**src/rtl/two_phase_pkg.sv**
```systemverilog
// two_phase_pkg: shared state encoding and error-flag indices for the two-phase clock monitor
package two_phase_pkg;
    typedef enum logic [1:0] {HUNT, EXP_P2, EXP_P1} state_e;
    localparam int ERR_OVERLAP = 0;
    localparam int ERR_ORDER   = 1;
    localparam int ERR_TIMEOUT = 2;
    localparam int ERR_W       = 3;
endpackage

```
**src/rtl/phase_sync_edge.sv**
```systemverilog
// phase_sync_edge: multi-flop synchronizer for one phase input plus a registered one-cycle rise strobe
module phase_sync_edge #(
    parameter int SYNC_STAGES = 2
) (
    input  logic clk,
    input  logic rst,
    input  logic d_i,
    output logic s_o,
    output logic rise_o
);
    logic [SYNC_STAGES-1:0] sync_q;
    logic prev_q, rise_q;
    always_ff @(posedge clk or posedge rst) begin
        if (rst) begin
            sync_q <= '0;
            prev_q <= 1'b0;
            rise_q <= 1'b0;
        end else begin
            sync_q <= {sync_q[SYNC_STAGES-2:0], d_i};
            prev_q <= sync_q[SYNC_STAGES-1];
            rise_q <= sync_q[SYNC_STAGES-1] & ~prev_q;
        end
    end
    assign s_o    = sync_q[SYNC_STAGES-1];
    assign rise_o = rise_q;
endmodule

```
**src/rtl/two_phase_monitor.sv**
```systemverilog
// two_phase_monitor: checks non-overlap and alternation of phi1/phi2, measures the phi1 period
// and reports lock plus sticky overlap/order/timeout errors.
module two_phase_monitor
    import two_phase_pkg::*;
#(
    parameter int SYNC_STAGES = 2,
    parameter int CNT_W       = 8,
    parameter int LOCK_COUNT  = 4,
    parameter int TIMEOUT     = 255
) (
    input  logic             clk,
    input  logic             rst,
    input  logic             phi1_in,
    input  logic             phi2_in,
    input  logic             err_clr,
    output logic             locked,
    output logic [CNT_W-1:0] period,
    output logic             period_valid,
    output logic             err_overlap,
    output logic             err_order,
    output logic             err_timeout
);
    localparam logic [CNT_W-1:0] CNT_MAX   = '1;
    localparam logic [CNT_W-1:0] IDLE_LAST = CNT_W'(TIMEOUT - 1);
    localparam logic [3:0]       LOCK_N    = 4'(LOCK_COUNT);

    logic p1_s, p2_s, p1_rise, p2_rise, ov, any_rise;
    state_e state_q, state_d;
    logic [CNT_W-1:0] period_cnt_q, period_cnt_d, idle_q, idle_d, period_q, period_d;
    logic [3:0] good_q, good_d;
    logic locked_q, locked_d, pv_q, pv_d;
    logic [ERR_W-1:0] err_q, err_d, err_set;

    phase_sync_edge #(.SYNC_STAGES(SYNC_STAGES)) u_sync_p1 (
        .clk(clk), .rst(rst), .d_i(phi1_in), .s_o(p1_s), .rise_o(p1_rise)
    );
    phase_sync_edge #(.SYNC_STAGES(SYNC_STAGES)) u_sync_p2 (
        .clk(clk), .rst(rst), .d_i(phi2_in), .s_o(p2_s), .rise_o(p2_rise)
    );

    // simultaneous rise strobes are treated exactly like a level overlap
    assign ov       = (p1_s & p2_s) | (p1_rise & p2_rise);
    assign any_rise = p1_rise | p2_rise;

    always_comb begin
        state_d  = state_q;
        err_set  = '0;
        pv_d     = 1'b0;
        period_d = period_q;
        good_d   = good_q;
        if (ov) begin
            err_set[ERR_OVERLAP] = 1'b1;
            state_d = HUNT;
        end else if (state_q == HUNT) begin
            state_d = p1_rise ? EXP_P2 : HUNT;
        end else if (state_q == EXP_P2 ? p1_rise : p2_rise) begin
            err_set[ERR_ORDER] = 1'b1;
            state_d = HUNT;
        end else if (any_rise) begin
            state_d = p1_rise ? EXP_P2 : EXP_P1;
            if (p1_rise) begin
                pv_d     = 1'b1;
                period_d = (period_cnt_q == CNT_MAX) ? CNT_MAX : period_cnt_q + 1'b1;
                good_d   = (good_q == LOCK_N) ? LOCK_N : good_q + 4'd1;
            end
        end else if (idle_q == IDLE_LAST) begin
            err_set[ERR_TIMEOUT] = 1'b1;
            state_d = HUNT;
        end
        if (state_d == HUNT) good_d = '0;
        locked_d     = (good_d == LOCK_N);
        idle_d       = (state_d == HUNT || any_rise) ? '0 : idle_q + 1'b1;
        period_cnt_d = p1_rise ? '0 : (period_cnt_q == CNT_MAX) ? CNT_MAX : period_cnt_q + 1'b1;
        err_d        = (err_clr ? '0 : err_q) | err_set;
    end

    always_ff @(posedge clk or posedge rst) begin
        if (rst) begin
            state_q      <= HUNT;
            period_cnt_q <= '0;
            idle_q       <= '0;
            period_q     <= '0;
            good_q       <= '0;
            locked_q     <= 1'b0;
            pv_q         <= 1'b0;
            err_q        <= '0;
        end else begin
            state_q      <= state_d;
            period_cnt_q <= period_cnt_d;
            idle_q       <= idle_d;
            period_q     <= period_d;
            good_q       <= good_d;
            locked_q     <= locked_d;
            pv_q         <= pv_d;
            err_q        <= err_d;
        end
    end

    assign locked       = locked_q;
    assign period       = period_q;
    assign period_valid = pv_q;
    assign err_overlap  = err_q[ERR_OVERLAP];
    assign err_order    = err_q[ERR_ORDER];
    assign err_timeout  = err_q[ERR_TIMEOUT];
endmodule

```
**config.mk**
```make
export PLATFORM = sky130hd
export DESIGN_NAME = two_phase_monitor
export DESIGN_NICKNAME = d
export VERILOG_FILES = /design/src/rtl/two_phase_pkg.sv /design/src/rtl/phase_sync_edge.sv /design/src/rtl/two_phase_monitor.sv
export SDC_FILE = /design/constraint.sdc
export NUM_CORES = 1
export LEC_CHECK = 0
export ABC_AREA = 1
export CAP_MARGIN = 10
export CORE_AREA = 2 2 80 82
export DETAILED_ROUTE_END_ITERATION = 10
export DIE_AREA = 0 0 82 84
export MAX_ROUTING_LAYER = met4
export PLACE_DENSITY_LB_ADDON = 0.05
export SYNTH_ARGS = -nofsm -noshare
export SYNTH_HDL_FRONTEND = slang
export SYNTH_SLANG_ARGS = --single-unit
```
**constraint.sdc**
```tcl
create_clock -name clk -period 1.6 [get_ports clk]
set_input_delay 0.16 -clock clk [delete_from_list [all_inputs] [get_ports clk]]
set_output_delay 0.16 -clock clk [all_outputs]
set_load 0.01 [all_outputs]
```
==> flow_summary.yaml, run 1 <==
global_route:
  grt_met3_usage_pct: 3.57
  grtUsageMet2_pct: 19.2
  grt.total_usage_pct: 13.4
  maximum_number_of_pins_on_one_net_before_global_route_repair: 44
  grt_pass1_vias: 1441
  grt_pass1_wl_um: 6840
  gr-total-overflow: 0
  met1_usage_pct: 17.4
  grt_antenna_before_repair: 0
  grt.busiest_layer: "met2"
cells_and_area:
  final_cell_mix: "sky130_fd_sc_hd__nand2_1, sky130_fd_sc_hd__dfrtp_1, sky130_fd_sc_hd__inv_1"
  finished_cell_area_um2: 2520
  multiInputGateArea_um2: 822
  layout-area-overhead-vs-synth_pct: 23.5
  antenna_cells_inserted: 0
  drive_above_1_share_pct: 20.5
  layout.cells.most_common: "sky130_fd_sc_hd__nand2_1"
  seq_area_um2: 1080
  layout.nets: 268
  final.fill_count: 632
route:
  dr_total_vias: 1485
  drt-vias-per-instance: 4.43
  detail_route_antenna_nets: 0
  dr.pass1.iters: 4
  routed_wirelength_um: 3770
  drt-wirelength-per-cell_um: 11.3
  drt_iter0_drc: 50
  remaining_drc_errors: 0
worst_setup_path:
  worst-r2r-cell-count: 8
  slowest_stage: "sky130_fd_sc_hd__dfrtp_1"
  r2r_slack_ps: 190
  worstSetupEndpointType: "register"
  r2r_start: "idle_q[0]"
  path_cells: "buf_4 > buf_4 > ha_1 > nand2_1 > inv_1 > nand4_1 > xor2_1 > nor2_1"
  r2r-end: "idle_q[6]"
  crit_type: "reg2reg"
  cp_data_required_time_ps: 1790
  critPathLaunchType: "register"
  critical-path-top-cell-by-count: "sky130_fd_sc_hd__buf_4"
  worst_ep_arrival_time_ps: 1610
  critical_path.max_stage_delay_ps: 380
  maximum_fanout_along_the_worst_path: 4
logic_synthesis:
  synthesis.yosys.warnings: 0
  syn_area_um2: 2040
  syn-mean-instance-area_um2: 9.19
  netlist-cell-type-count: 30
  ys_seq_elements: 43
  postSynthCellCount: 222
  synth.largest_area_cell: "sky130_fd_sc_hd__dfrtp_1"
  portion_of_the_post_synthesis_area_used_by_sequential_elements_pct: 52.8
  synth_top_cells_by_area: "sky130_fd_sc_hd__dfrtp_1, sky130_fd_sc_hd__nand2_1, sky130_fd_sc_hd__inv_1, sky130_fd_sc_hd__nor2_1, sky130_fd_sc_hd__ha_1"
  netlist.area_leader.share_pct: 52.8
  synth_fp_nets: 232
floorplan:
  pin_count: 18
  core_um2: 6100
  die_area_um2: 6890
  die_width_um: 82
  initial_core_util_pct: 33.5
  height_of_the_chip_um: 84
  rows: 29
run_status:
  status: "completed"
power:
  vdd_ir_max_mv: 0.437
  power.leakage_nw: 1.20
  power_frac_seq_pct: 47.7
  power-per-cell-area_nw_per_um2: 1090
  share_comb_of_total_power_pct: 21.8
  power.clock.fraction_pct: 30.5
  power.internal_w: 0.00199
  swShare_pct: 27.6
  switchingPower_w: 0.000760
  design_power_total_w: 0.00275
run:
  max_cap_viols: 0
timing:
  timing.fmax_mhz: 707
  report.final.slew_viol_count: 0
  report.final.hold_viol_count: 0
  post-route-min-period_ps: 1410
  finalSetupViolCount: 0
  unrepaired_setup_endpoints_after_global_routing: "false"
  finClkSkew_ps: 9.28
  max_slew.worst_pin.slew_ps: 321
  period_share_pct: 88.4
  relative_slew_margins_pct: 78.6
  setup_total_negative_slack_ps: 0
placed_design:
  place.detailed.hpwl_um: 2610
  place_area_um2: 2320
  buffer_ports.inserted: 17
  globalplace.congestion: 0.725
clock_tree:
  clock_network_latency_to_the_later_pin_of_the_worst_skew_pair_ps: 300
  tritoncts_clock_tree: "done"
  max-clock-path-buffers: 2
  root_cell_of_the_clock_tree: "sky130_fd_sc_hd__clkbuf_8"
  post_cts_hold_buffer_count: 0
  clkSinkCount: 43
  cts_made_buffers: 5
  path_clk_slew_ps: 90
  htree_levels: 2
min_path:
  hold_path.class: "in2async"
## cells in the mapped netlist
cell,n
sky130_fd_sc_hd__nand2_1,51
sky130_fd_sc_hd__dfrtp_1,43
sky130_fd_sc_hd__inv_1,28
sky130_fd_sc_hd__nor2_1,24
sky130_fd_sc_hd__nand3_1,10
sky130_fd_sc_hd__a21oi_1,7
sky130_fd_sc_hd__o21ai_0,6
sky130_fd_sc_hd__ha_1,5
sky130_fd_sc_hd__a31oi_1,4
sky130_fd_sc_hd__inv_2,4
sky130_fd_sc_hd__nand2_2,4
sky130_fd_sc_hd__nand4_1,4
sky130_fd_sc_hd__nand2_4,3
sky130_fd_sc_hd__nand3_2,3
sky130_fd_sc_hd__nor2_2,3
sky130_fd_sc_hd__xor2_1,3
sky130_fd_sc_hd__a21oi_2,2
sky130_fd_sc_hd__a31oi_2,2
sky130_fd_sc_hd__buf_6,2
sky130_fd_sc_hd__nor2_4,2
sky130_fd_sc_hd__nor3_2,2
sky130_fd_sc_hd__xnor2_1,2
sky130_fd_sc_hd__a32o_1,1
sky130_fd_sc_hd__buf_12,1
sky130_fd_sc_hd__clkinv_4,1
sky130_fd_sc_hd__nand2b_1,1
sky130_fd_sc_hd__nor3b_1,1
sky130_fd_sc_hd__o21bai_1,1
sky130_fd_sc_hd__o41ai_1,1
sky130_fd_sc_hd__or2_2,1
## power groups by stage
stage | clock network (W) | registers (W) | logic [W]
global route | 0.000922 | 0.00133 | 0.000669
detailed placement | 0 | 0.00134 | 0.000592
CTS | 0.000878 | 0.00132 | 0.000593
floorplan | 0 | 0.00137 | 0.000295
global placement | 0 | 0.00134 | 0.000597
finish | 0.000838 | 0.00131 | 0.000601
## cell type report
| class | instances | area share [%] |
|---|---|---|
| sequential | 43 | 42.8 |
| multi-input combinational | 144 | 32.6 |
| timing repair buffer | 31 | 11.4 |
| inverter | 33 | 5.12 |
| tap | 77 | 3.83 |
| clock buffer | 5 | 2.73 |
| clock inverter | 2 | 1.49 |
## logic make-up after synthesis
logic type	synth area share, %
adders and majority gates	3.07
and+or+nand+nor	25.8
DFF	52.8
buffers and inverters	8.40
xor gates and xnor gates	2.15
AOI/OAI and AO/OA	7.79
## layer usage
layer / vias up / wire (µm) / part of all wire, %
met1: 684 / 1810 / 48
met5: - / 0 / 0
met4: 0 / 88 / 2.3
met2: 22 / 1750 / 46
li1: 773 / - / -
met3: 6 / 125 / 3.3
## sequential cells by signal (all words and copies together) (netlist names)
signal,flops
err_q,3
good_q,4
idle_q,8
locked,1
period,8
period_cnt_q,8
period_valid,1
state_q,2
u_sync_p1.prev_q,1
u_sync_p1.rise_o,1
u_sync_p1.sync_q,2
u_sync_p2.prev_q,1
u_sync_p2.rise_o,1
u_sync_p2.sync_q,2
## worst max path at each step
stage                                 from        end  slack [ps]  depth (start not counted)
after global routing             good_q[0]     locked          10                         10
after CTS                 u_sync_p1.rise_o     locked          20                          9
after detailed placement  u_sync_p1.rise_o     locked           9                         10
final                            idle_q[0]  idle_q[6]         190                          8
after global placement    u_sync_p1.rise_o     locked          10                          9
after floorplan            period_cnt_q[0]  period[1]         250                          8
## per-stage QoR
step                hold WS, ps  setup WS, ps  std cells  util, %
floorplan                   191           247        222        -
global placement            334          12.5        319     38.1
detailed placement          335          8.55        319     38.1
CTS                         196          22.0        326     39.8
global route                219          13.4        335     41.3
finish                      177           185        335     41.3
## critical path: cells and delay by family, from the launching register on
kind | cells | cell delay (ps)
simple gates | 3 | 240
fa+ha+maj | 1 | 200
xor+xnor | 1 | 160
flops | 1 | 380
buf+inv | 3 | 330
## repair_timing
item	4_1_cts	5_1_grt
setup endpoints to repair	2	14
pin swaps	0	2
gates resized for setup	1	5
buffers inserted	0	8
cloned	0	1
Power figures use the tool's default switching activity.
==> run 2, diff against run 1 <==
- MAX_ROUTING_LAYER: met4 -> not set
==> run 2 against run 1 <==
Effect of this change:
- combinational power barely moved
- clock power fell by 0.5%
- non-clock buffer count unchanged
- sequential cell count unchanged
- critical path depth unchanged
- via count shrank 0.13%
- critical endpoint unchanged
- total power decreased by 0.15%
- clock skew is essentially flat
- critical path type unchanged
==> flow_summary.yaml, run 2 (synthesis results as in run 1) <==
run_status:
  status: "completed"
global_route:
  gr-total-overflow: 0
  grt_pass1_wl_um: 6840
  grt.total_usage_pct: 13.0
  maximum_number_of_pins_on_one_net_before_global_route_repair: 44
  grt_antenna_before_repair: 0
  grt_pass1_vias: 1439
worst_setup_path:
  cp_num_buf_inv: 3
  worstSetupEndpointType: "register"
  crit_type: "reg2reg"
  slowest_stage: "sky130_fd_sc_hd__dfrtp_1"
  critPathLaunchType: "register"
  maximum_fanout_along_the_worst_path: 4
  path_cells: "buf_4 > buf_4 > ha_1 > nand2_1 > inv_1 > nand4_1 > xor2_1 > nor2_1"
  critPathTopFamily: "flip-flops"
  critical-path-top-cell-by-count: "sky130_fd_sc_hd__buf_4"
  critical_path.max_stage_delay_ps: 380
  cp_data_required_time_ps: 1790
  worst_ep_arrival_time_ps: 1610
cells_and_area:
  layout.nets: 268
  final_cell_mix: "sky130_fd_sc_hd__nand2_1, sky130_fd_sc_hd__dfrtp_1, sky130_fd_sc_hd__inv_1"
  antenna_cells_inserted: 0
  layout-area-overhead-vs-synth_pct: 23.5
  drive_above_1_share_pct: 20.5
  layout.cells.most_common: "sky130_fd_sc_hd__nand2_1"
clock_tree:
  post_cts_hold_buffer_count: 0
  tritoncts_clock_tree: "done"
  max-clock-path-buffers: 2
  root_cell_of_the_clock_tree: "sky130_fd_sc_hd__clkbuf_8"
  cts_made_buffers: 5
  clock_network_latency_to_the_later_pin_of_the_worst_skew_pair_ps: 300
  path_clk_slew_ps: 90
  clkSinkCount: 43
  htree_levels: 2
floorplan:
  core_um2: 6100
  initial_core_util_pct: 33.5
  rows: 29
  die_area_um2: 6890
  pin_count: 18
  die_width_um: 82
  height_of_the_chip_um: 84
power:
  power.leakage_nw: 1.20
  vdd_ir_max_mv: 0.439
  power-per-cell-area_nw_per_um2: 1090
  design_power_total_w: 0.00275
route:
  drt-wirelength-per-cell_um: 11.2
  dr_total_vias: 1483
  drt_iter0_drc: 44
  dr.pass1.iters: 4
  detail_route_antenna_nets: 0
  routed_wirelength_um: 3760
  remaining_drc_errors: 0
  drt-vias-per-instance: 4.43
timing:
  post-route-min-period_ps: 1420
  finalSetupViolCount: 0
  report.final.slew_viol_count: 0
  timing.fmax_mhz: 706
  relative_slew_margins_pct: 78.6
  unrepaired_setup_endpoints_after_global_routing: "false"
  setup_total_negative_slack_ps: 0
  finClkSkew_ps: 8.95
  period_share_pct: 88.5
  report.final.hold_viol_count: 0
  max_slew.worst_pin.slew_ps: 320
placed_design:
  place.detailed.hpwl_um: 2610
  globalplace.congestion: 0.716
  buffer_ports.inserted: 17
min_path:
  hold_path.class: "in2async"
run:
  max_cap_viols: 0
[run 2: cell counts in the layout (fill, tap and decap cells not counted)]
Identical to the previous run, type by type.
[run 2: metrics by stage]
stage | setup WS [ps] | hold WS, ps | cells | area [µm²] | util [%]
after CTS | 22.0 | 196 | 326 | 2430 | 39.8
after global routing | 13.4 | 222 | 335 | 2520 | 41.3
after global placement | 12.5 | 334 | 319 | 2320 | 38.1
after floorplan | 247 | 191 | 222 | 2040 | -
final | 184 | 182 | 335 | 2520 | 41.3
after detailed placement | 8.55 | 335 | 319 | 2320 | 38.1
[run 2: layout make-up]
class	count	area, µm²
clock inverters	2	37.5
well taps	77	96.3
clock buffers	5	68.8
fillers	632	3580
repair buffers	31	288
inverters	33	129
multi-input cells	144	822
flip-flops and latches	43	1080
[run 2: report_power, final]
group	switching, W	internal, W
logic	0.000289	0.000312
clock network	0.000378	0.000456
registers	0.0000893	0.00122
total	0.000756	0.00199
[run 2: what timing repair did]
| item | 4_1_cts | 5_1_grt |
|---|---|---|
| buffers inserted | 0 | 8 |
| gates cloned | 0 | 1 |
| gates resized for setup | 1 | 5 |
| pin swaps | 0 | 2 |
| setup endpoints to repair | 2 | 14 |
[run 2: final timing paths]
check,start,endpoint,slack [ps],cells past startpoint
min,rst,u_sync_p1.sync_q[1],180,3
min in group clk,phi2_in,u_sync_p2.sync_q[0],290,1
min reg2reg,u_sync_p2.sync_q[0],u_sync_p2.sync_q[1],350,0
max,idle_q[0],idle_q[6],180,8
max in group asynchronous,rst,u_sync_p1.rise_o,1180,3
max reg2reg,idle_q[0],idle_q[6],180,8
[run 2: metal layers]
metal / track usage, % / vias to the layer above / routed length [µm]
met5: 0 / - / 0
li1: - / 774 / -
met1: 17.4 / 686 / 1840
met3: 3.25 / 6 / 108
met4: 6.36 / 0 / 85
met2: 19.2 / 17 / 1730
[run 2: tightest hold or removal path: cells and delay by family]
kind,cells,cell delay (ps)
buffers and inverters,3,700
==> run 3, diff against run 2 <==
- CTS_CLUSTER_SIZE: not set -> 20
==> results of run 3 <==
The final DEF is identical to that of run 2; final timing and power are the same.
